$ cat src/rtl/nmr_adc_acq_ctrl.sv
// NMR acquisition controller: captures N ADC samples per window rising edge,
// packs sample pairs into 32-bit FIFO words, counts echoes, flags scan end.
//
// Ports:
//   ADC_CLK, RESET            clock and synchronous active-high reset
//   ACQ_WND_DLY               delayed acquisition window (rising edge = trigger)
//   ADC_DATA                  ADC sample, valid every cycle
//   SAMPLES_PER_ECHO          samples per echo, latched at trigger
//   ECHOES_PER_SCAN           echoes per scan, latched at trigger
//   FIFO_FULL, CLR_OVF        FIFO back-pressure and overflow clear
//   ACQ_EN                    high for exactly the N capture cycles
//   FIFO_WR, FIFO_DATA        write strobe and packed {odd, even} word
//   ECHO_CNT, SCAN_DONE       next echo index and end-of-scan pulse
//   OVERFLOW                  sticky dropped-word flag
module nmr_adc_acq_ctrl #(
  parameter int ADC_WIDTH = 14,
  parameter int CNT_WIDTH = 16
) (
  input  logic                 ADC_CLK,
  input  logic                 RESET,
  input  logic                 ACQ_WND_DLY,
  input  logic [ADC_WIDTH-1:0] ADC_DATA,
  input  logic [CNT_WIDTH-1:0] SAMPLES_PER_ECHO,
  input  logic [CNT_WIDTH-1:0] ECHOES_PER_SCAN,
  input  logic                 FIFO_FULL,
  input  logic                 CLR_OVF,
  output logic                 ACQ_EN,
  output logic                 FIFO_WR,
  output logic [31:0]          FIFO_DATA,
  output logic [CNT_WIDTH-1:0] ECHO_CNT,
  output logic                 SCAN_DONE,
  output logic                 OVERFLOW
);

  typedef enum logic {
    IDLE,
    ACQ
  } state_e;

  state_e               state_q, state_d;
  logic                 wnd_q, wnd_d;
  logic [CNT_WIDTH-1:0] n_q, n_d;
  logic [CNT_WIDTH-1:0] e_q, e_d;
  logic [CNT_WIDTH-1:0] k_q, k_d;
  logic [15:0]          lo_q, lo_d;
  logic                 acq_en_q, acq_en_d;
  logic                 fifo_wr_q, fifo_wr_d;
  logic [31:0]          fifo_data_q, fifo_data_d;
  logic [CNT_WIDTH-1:0] echo_q, echo_d;
  logic                 done_q, done_d;
  logic                 ovf_q, ovf_d;

  logic [15:0]          adc_ext;
  logic                 trig;
  logic                 last;
  logic                 word_rdy;
  logic [31:0]          word;
  logic [CNT_WIDTH-1:0] e_last;

  assign adc_ext = 16'(ADC_DATA);
  assign trig    = ACQ_WND_DLY & ~wnd_q;
  assign last    = (k_q == n_q - CNT_WIDTH'(1));
  // E=0 is treated as a one-echo scan
  assign e_last  = (e_q == '0) ? '0 : e_q - CNT_WIDTH'(1);

  always_comb begin
    state_d     = state_q;
    wnd_d       = ACQ_WND_DLY;
    n_d         = n_q;
    e_d         = e_q;
    k_d         = k_q;
    lo_d        = lo_q;
    acq_en_d    = acq_en_q;
    fifo_wr_d   = 1'b0;
    fifo_data_d = fifo_data_q;
    echo_d      = echo_q;
    done_d      = 1'b0;
    ovf_d       = ovf_q & ~CLR_OVF;
    word_rdy    = 1'b0;
    word        = '0;
    unique case (state_q)
      IDLE: begin
        if (trig && SAMPLES_PER_ECHO != '0) begin
          n_d      = SAMPLES_PER_ECHO;
          e_d      = ECHOES_PER_SCAN;
          k_d      = '0;
          acq_en_d = 1'b1;
          state_d  = ACQ;
        end
      end
      ACQ: begin
        k_d = k_q + CNT_WIDTH'(1);
        if (!k_q[0]) begin
          lo_d = adc_ext;
          // odd N: flush the lone even sample with a zero high half
          if (last) begin
            word_rdy = 1'b1;
            word     = {16'h0000, adc_ext};
          end
        end else begin
          word_rdy = 1'b1;
          word     = {adc_ext, lo_q};
        end
        if (word_rdy) begin
          if (FIFO_FULL) begin
            ovf_d = 1'b1;
          end else begin
            fifo_wr_d   = 1'b1;
            fifo_data_d = word;
          end
        end
        if (last) begin
          acq_en_d = 1'b0;
          state_d  = IDLE;
          if (echo_q == e_last) begin
            echo_d = '0;
            done_d = 1'b1;
          end else begin
            echo_d = echo_q + CNT_WIDTH'(1);
          end
        end
      end
      default: state_d = IDLE;
    endcase
  end

  always_ff @(posedge ADC_CLK) begin
    if (RESET) begin
      state_q     <= IDLE;
      wnd_q       <= 1'b0;
      n_q         <= '0;
      e_q         <= '0;
      k_q         <= '0;
      lo_q        <= '0;
      acq_en_q    <= 1'b0;
      fifo_wr_q   <= 1'b0;
      fifo_data_q <= '0;
      echo_q      <= '0;
      done_q      <= 1'b0;
      ovf_q       <= 1'b0;
    end else begin
      state_q     <= state_d;
      wnd_q       <= wnd_d;
      n_q         <= n_d;
      e_q         <= e_d;
      k_q         <= k_d;
      lo_q        <= lo_d;
      acq_en_q    <= acq_en_d;
      fifo_wr_q   <= fifo_wr_d;
      fifo_data_q <= fifo_data_d;
      echo_q      <= echo_d;
      done_q      <= done_d;
      ovf_q       <= ovf_d;
    end
  end

  assign ACQ_EN    = acq_en_q;
  assign FIFO_WR   = fifo_wr_q;
  assign FIFO_DATA = fifo_data_q;
  assign ECHO_CNT  = echo_q;
  assign SCAN_DONE = done_q;
  assign OVERFLOW  = ovf_q;

endmodule

$ cat config.mk
export PLATFORM = sky130hd
export DESIGN_NAME = nmr_adc_acq_ctrl
export DESIGN_NICKNAME = d
export VERILOG_FILES = /design/src/rtl/nmr_adc_acq_ctrl.sv
export SDC_FILE = /design/constraint.sdc
export NUM_CORES = 1
export LEC_CHECK = 0
export ABC_CLOCK_PERIOD_IN_PS = 7700
export CAP_MARGIN = 20
export CORE_MARGIN = 2
export CORE_UTILIZATION = 65
export CTS_CLUSTER_SIZE = 24
export DETAILED_ROUTE_END_ITERATION = 10
export DONT_BUFFER_PORTS = 1
export GPL_TIMING_DRIVEN = 0
export PLACE_DENSITY = 0.81
export SETUP_SLACK_MARGIN = 0.5
export SLEW_MARGIN = 25
export SYNTH_ARGS = -nofsm -noshare
export SYNTH_HDL_FRONTEND = slang
export SYNTH_SLANG_ARGS = --single-unit
export TNS_END_PERCENT = 50
$ cat constraint.sdc
create_clock -name ADC_CLK -period 7.7 [get_ports ADC_CLK]
set_input_delay 1.54 -clock ADC_CLK [delete_from_list [all_inputs] [get_ports ADC_CLK]]
set_output_delay 1.54 -clock ADC_CLK [all_outputs]
set_load 0.005 [all_outputs]
; After elaboration in Yosys (flattened, before gate mapping)
; Cells that the tools add are included.
[totals]
elab_cells = 59
ff_bits = 116
out_inout_bits = 52
[op_classes]
n_addsub = 4
n_bitwise = 9
eq_ne = 4
n_mux = 20
n_reduce_logical = 10
[op_table]
columns = cell, n
row1 = $mux W16, 3
row2 = $add A16 B1 Y16 const B, 2
row3 = $eq A16 B16 Y1, 2
row4 = $mux W32, 1
row5 = $pmux W16 S2, 1
row6 = $sub A16 B1 Y16 const B, 2
row7 = $logic_not A16 Y1, 1
row8 = $reduce_bool A16 Y1, 1
row9 = $mux W14, 1
row10 = $mux W1, 12
row11 = $reduce_and A2 Y1, 4
row12 = $not A1 Y1, 7
row13 = $reduce_or A3 Y1, 2
row14 = $pmux W1 S2, 2
row15 = $reduce_and A3 Y1, 1
row16 = $and A1 B1 Y1, 2
row17 = $ne A2 B1 Y1 const B, 1
row18 = $ne A2 B2 Y1 const B, 1
row19 = $logic_and A1 B1 Y1, 1

; Longest topological paths before layout
[logic_depth]
word_depth = 7
depth_mapped = 12

; Least setup slack after synthesis
; No wires, ideal clock.
[synth_path]
path_kind = flip-flop to flip-flop
startpoint = register n_q[0]
endpoint = register echo_q[14] (netlist: ECHO_CNT[14])
setup_time_ns = 0.070
arrival_time_ns = 3.222
synth_period_minus_slack_ns = 3.292
stages_incl_launch_ff = 13
slack_ns = 4.408
path_cell_list = dfxtp_1 -> inv_1 -> ha_1 -> nor4b_4 -> nand3_1 -> a221o_1 -> a22o_1 -> nand4bb_1 -> buf_2 -> or4_1 -> buf_2 -> or4_1 -> a21oi_1
[synth_via]
elab_chain_cells = 3
[synth_rtl]
columns = item, line_no
row1 = from (decl), 42  ; logic [CNT_WIDTH-1:0] n_q, n_d;
row2 = from (signal assigned), 144  ; n_q <= n_d;
row3 = $sub A16 B1 Y16, 62  ; assign last = (k_q == n_q - CNT_WIDTH'(1));
row4 = $eq A16 B16 Y1, 62
row5 = $reduce_and A2 Y1 (no source line), --
row6 = to (signal assigned), 151  ; echo_q <= echo_d;
row7 = to (decl), 49  ; logic [CNT_WIDTH-1:0] echo_q, echo_d;
; No other way between the ends.
; A chain may end at the register's enable or synchronous reset.

; Final worst setup path
[layout_path]
startpoint = register n_q[0]
endpoint = register fifo_data_q[8] (netlist: FIFO_DATA[8])
[layout_via]
elab_chain_cells = 6
[layout_rtl]
columns = item, line_no
row1 = $sub A16 B1 Y16 (*), 62
row2 = $eq A16 B16 Y1 (*), 62
row3 = $mux W1, 96  ; if (last) begin
row4 = $mux W1, 93  ; if (!k_q[0]) begin
row5 = $mux W1, 81  ; unique case (state_q)
row6 = $reduce_and A3 Y1 (no source line), --
row7 = to (signal assigned), 150  ; fifo_data_q <= fifo_data_d;
row8 = to (decl), 48  ; logic [31:0] fifo_data_q, fifo_data_d;
; Every way passes the cells marked *; elsewhere a longest branch is shown, timed or not. The select of a mux whose other input is x is not followed.

==> impl_results.md <==
* Status: completed
* Pin count of the biggest net entering global routing at 21
* Antenna violations before repair at 0
* DR iter-0 viols at 436
* Combinational share of power at between 10% and 20%
* Post-CTS setup buffer count at 0
* Worst path slowest cell: a211oi_2
* CP Capture Type: flop
* Mapped Cells at 760
* Via count at 5637
* Sw power at 370 uW
* Max_slew headroom at 45.0%
* Syn avg cell area at 7.78 um^2
* Post-synth top area cell: dfxtp_1
* Cell Int Power at just over 800 uW
* Most frequent cells in the layout: nand2_1, dfxtp_1, a21oi_1
* Commonest non-fill, non-tap cell in the layout: nand2_1
* Crit-path leading delay family: compound AO/OA/AOI/OAI gates
* CTS tree: yes
* Worst Path Buf+Inv at 2
* Total GRT Usage at 32.4%
* Routability cong. at 0.950
* Ant. Diodes at 0
* Post-Synthesis Cell Area at 5910 um^2
* Final slew viol count at 0
* First-pass GRT wire length at 26000 um
* I/O Pins at 103
* Power per Cell Area at 188 nW/um^2
* Post-route antenna net violation count at 0
* Switching share of power at 31.4%
* Die ar. at 9880 um^2
* WP data arrival at approximately 4.4 ns
* RSZ-0062 raised after global routing: false
* Fraction of the yosys area taken by sequential cells at 37.9%
* Max Root-Sink Buffers at 2
* Gr ovfl total at 0
* Synth Flop Type: dfxtp_1
* Critical Path Source Type: flop
* Chip height at slightly below 100 um
* Fmax at 245 MHz
* Hold slack at 0.468 ns
* GRT Max-Usage Layer: met2
* Sequential share of power at approximately 52%
* PostCTS Resize Cnt at 0
* Vias in the first global route at between 5000 and 6000
* HP Class: reg2reg
* Area Growth Syn to Fin at 5.78%
* Clk Latency, worst-skew pair at 0.38 ns
* # fillers at between 700 and 800
* Setup violations, final at 0
* Post-CTS Hold Fix Bufs at 0
* Final nets at 829
* Layout Skew at 0.0176 ns
* Leak Pwr at roughly 0.0022 uW
* TritonCTS Buffers at 9
* Max incr delay on CP at roughly 0.54 ns
* Max FO, Critical Path at 10
* Buffers on Ports at 0
* Clock network power share at 29.2%
* Remaining DRCs at 0
* TNS Setup at 0 ns
* Met1 usage at 39.8%
* Vias/cell at 6.36
* H-tree depth at 3
* Maxcap violations at 0
* Peak VDD IR at 0.000145 V
* Initial Utilization at 67.5%
* Root Driver: clkbuf_8
* Crit path cell chain: inv_1, ha_1, nor4b_4, nand3_1, a221o_1, a22o_1, a211oi_2, a21oi_1, nor2_1, clkbuf_1, o221a_2
* #FFs+latches synth at 112
* Core area at 8760 um^2
* CP required at 8.03 ns
* Critical setup path kind: reg2reg
* Drt pass-1 iters at 5
* Final hold violations at 0
* Clk slew on worst S/H paths at 0.12 ns
* Final HPWL DP at 11900 um
* Post-synthesis async set-or-reset flop share at 0%
* Clock sink count at between 100 and 150
* Synth top area cells: dfxtp_1, nand2_1, a21oi_1
* Row count at 34
* Yosys warns at 0
* Grt met2 use at 53.3%
* Routing usage on met3 at between 10 and 15%
* DRT Wirelength at 15900 um
* Slew @ Worst Pin at 0.818 ns
* DIE WIDTH at 99.4 um
* Top cell type's share of synthesized area at 37.9%
* EDFF count, synth at 0
* Synth cell types at 72
* Layout cells sized above 1 at 6.68%
* Final cycle utilization of the critical path at a little over half
* Final Critical Period at between 4 and 5 ns
* WL per Instance at 17.9 um
## cell families after synthesis
kind of cell | synth area share [%]
adders and majority gates | 0.846
and+or+nand+nor | 29.4
muxes | 1.04
buffers and inverters | 4.89
xor gates and xnor gates | 6.60
DFF | 37.9
AOI/OAI and AO/OA | 19.2
other | 0.0634
## cells in the mapped netlist, types with 9 or more instances
cell,n
nand4_1,13
o21ai_0,28
o221a_2,14
nor2_1,78
or3_1,16
and3_1,9
a21oi_1,84
dfxtp_1,112
nand3_1,26
nor4_1,17
nand2_1,126
nor3_1,24
xor2_1,14
xnor2_1,28
inv_1,15
clkbuf_1,36
## per-stage QoR
| step | instance area [um^2] | util, % | cells | worst slack [ns] | power [uW] |
|---|---|---|---|---|---|
| detailed placement | 6060 | 69.1 | 871 | 3.44 | 840 |
| global placement | 6060 | 69.1 | 871 | 3.60 | 832 |
| CTS | 6250 | 71.3 | 887 | 3.45 | 1170 |
| global route | 6250 | 71.4 | 887 | 3.30 | 1230 |
| finish | 6250 | 71.4 | 887 | 3.61 | 1180 |
| floorplan | 5920 | - | 763 | 4.41 | 792 |
## area by class of cell
type / instances / area (um^2) / area share (%)
Tap cell: 108 / 135 / 2.16
Inverter: 15 / 56.3 / 0.900
Multi-Input combinational cell: 585 / 3400 / 54.3
Buffer: 51 / 233 / 3.72
Clock buffer: 10 / 128 / 2.04
Sequential cell: 112 / 2240 / 35.8
Clock inverter: 6 / 62.6 / 1.00
## worst paths after layout
path | from | end | slack [ns] | depth (start not counted)
setup / recovery | n_q[0] | FIFO_DATA[8] | 3.61 | 11
hold / removal | lo_q[0] | lo_q[0] | 0.47 | 2
setup reg to reg | n_q[0] | FIFO_DATA[8] | 3.61 | 11
hold reg to reg | lo_q[0] | lo_q[0] | 0.47 | 2
## per-layer routing
layer  share of wire [%]  vias to the layer above
li1                    -                     2719
met1                  40                     2600
met2                  46                      277
met3                  12                       41
met4                 2.9                        0
met5                   0                        -
## registers in the layout, indices dropped and copies added, names as in the netlist
| register | cells |
|---|---|
| lo_q | 14 |
| k_q | 16 |
| FIFO_WR | 1 |
| wnd_q | 1 |
| OVERFLOW | 1 |
| FIFO_DATA | 28 |
| ECHO_CNT | 16 |
| state_q | 1 |
| n_q | 16 |
| ACQ_EN | 1 |
| SCAN_DONE | 1 |
| e_q | 16 |
## worst min-delay path: cells and delay by family (launching register included)
family | cells | cell delay, ns
and+or+nand+nor | 1 | 0.05
DFF | 1 | 0.33
AOI/OAI and AO/OA | 1 | 0.05
## power by group through the flow
stage / Combinational [uW] / Clock (uW) / Sequential [uW]
6_report: 218 / 343 / 617
5_1_grt: 240 / 367 / 619
4_1_cts: 212 / 347 / 616
3_5_place_dp: 211 / 0 / 629
3_3_place_gp: 204 / 0 / 628
2_1_floorplan: 169 / 0 / 624
No activity file was read; power rests on OpenSTA's default activity.
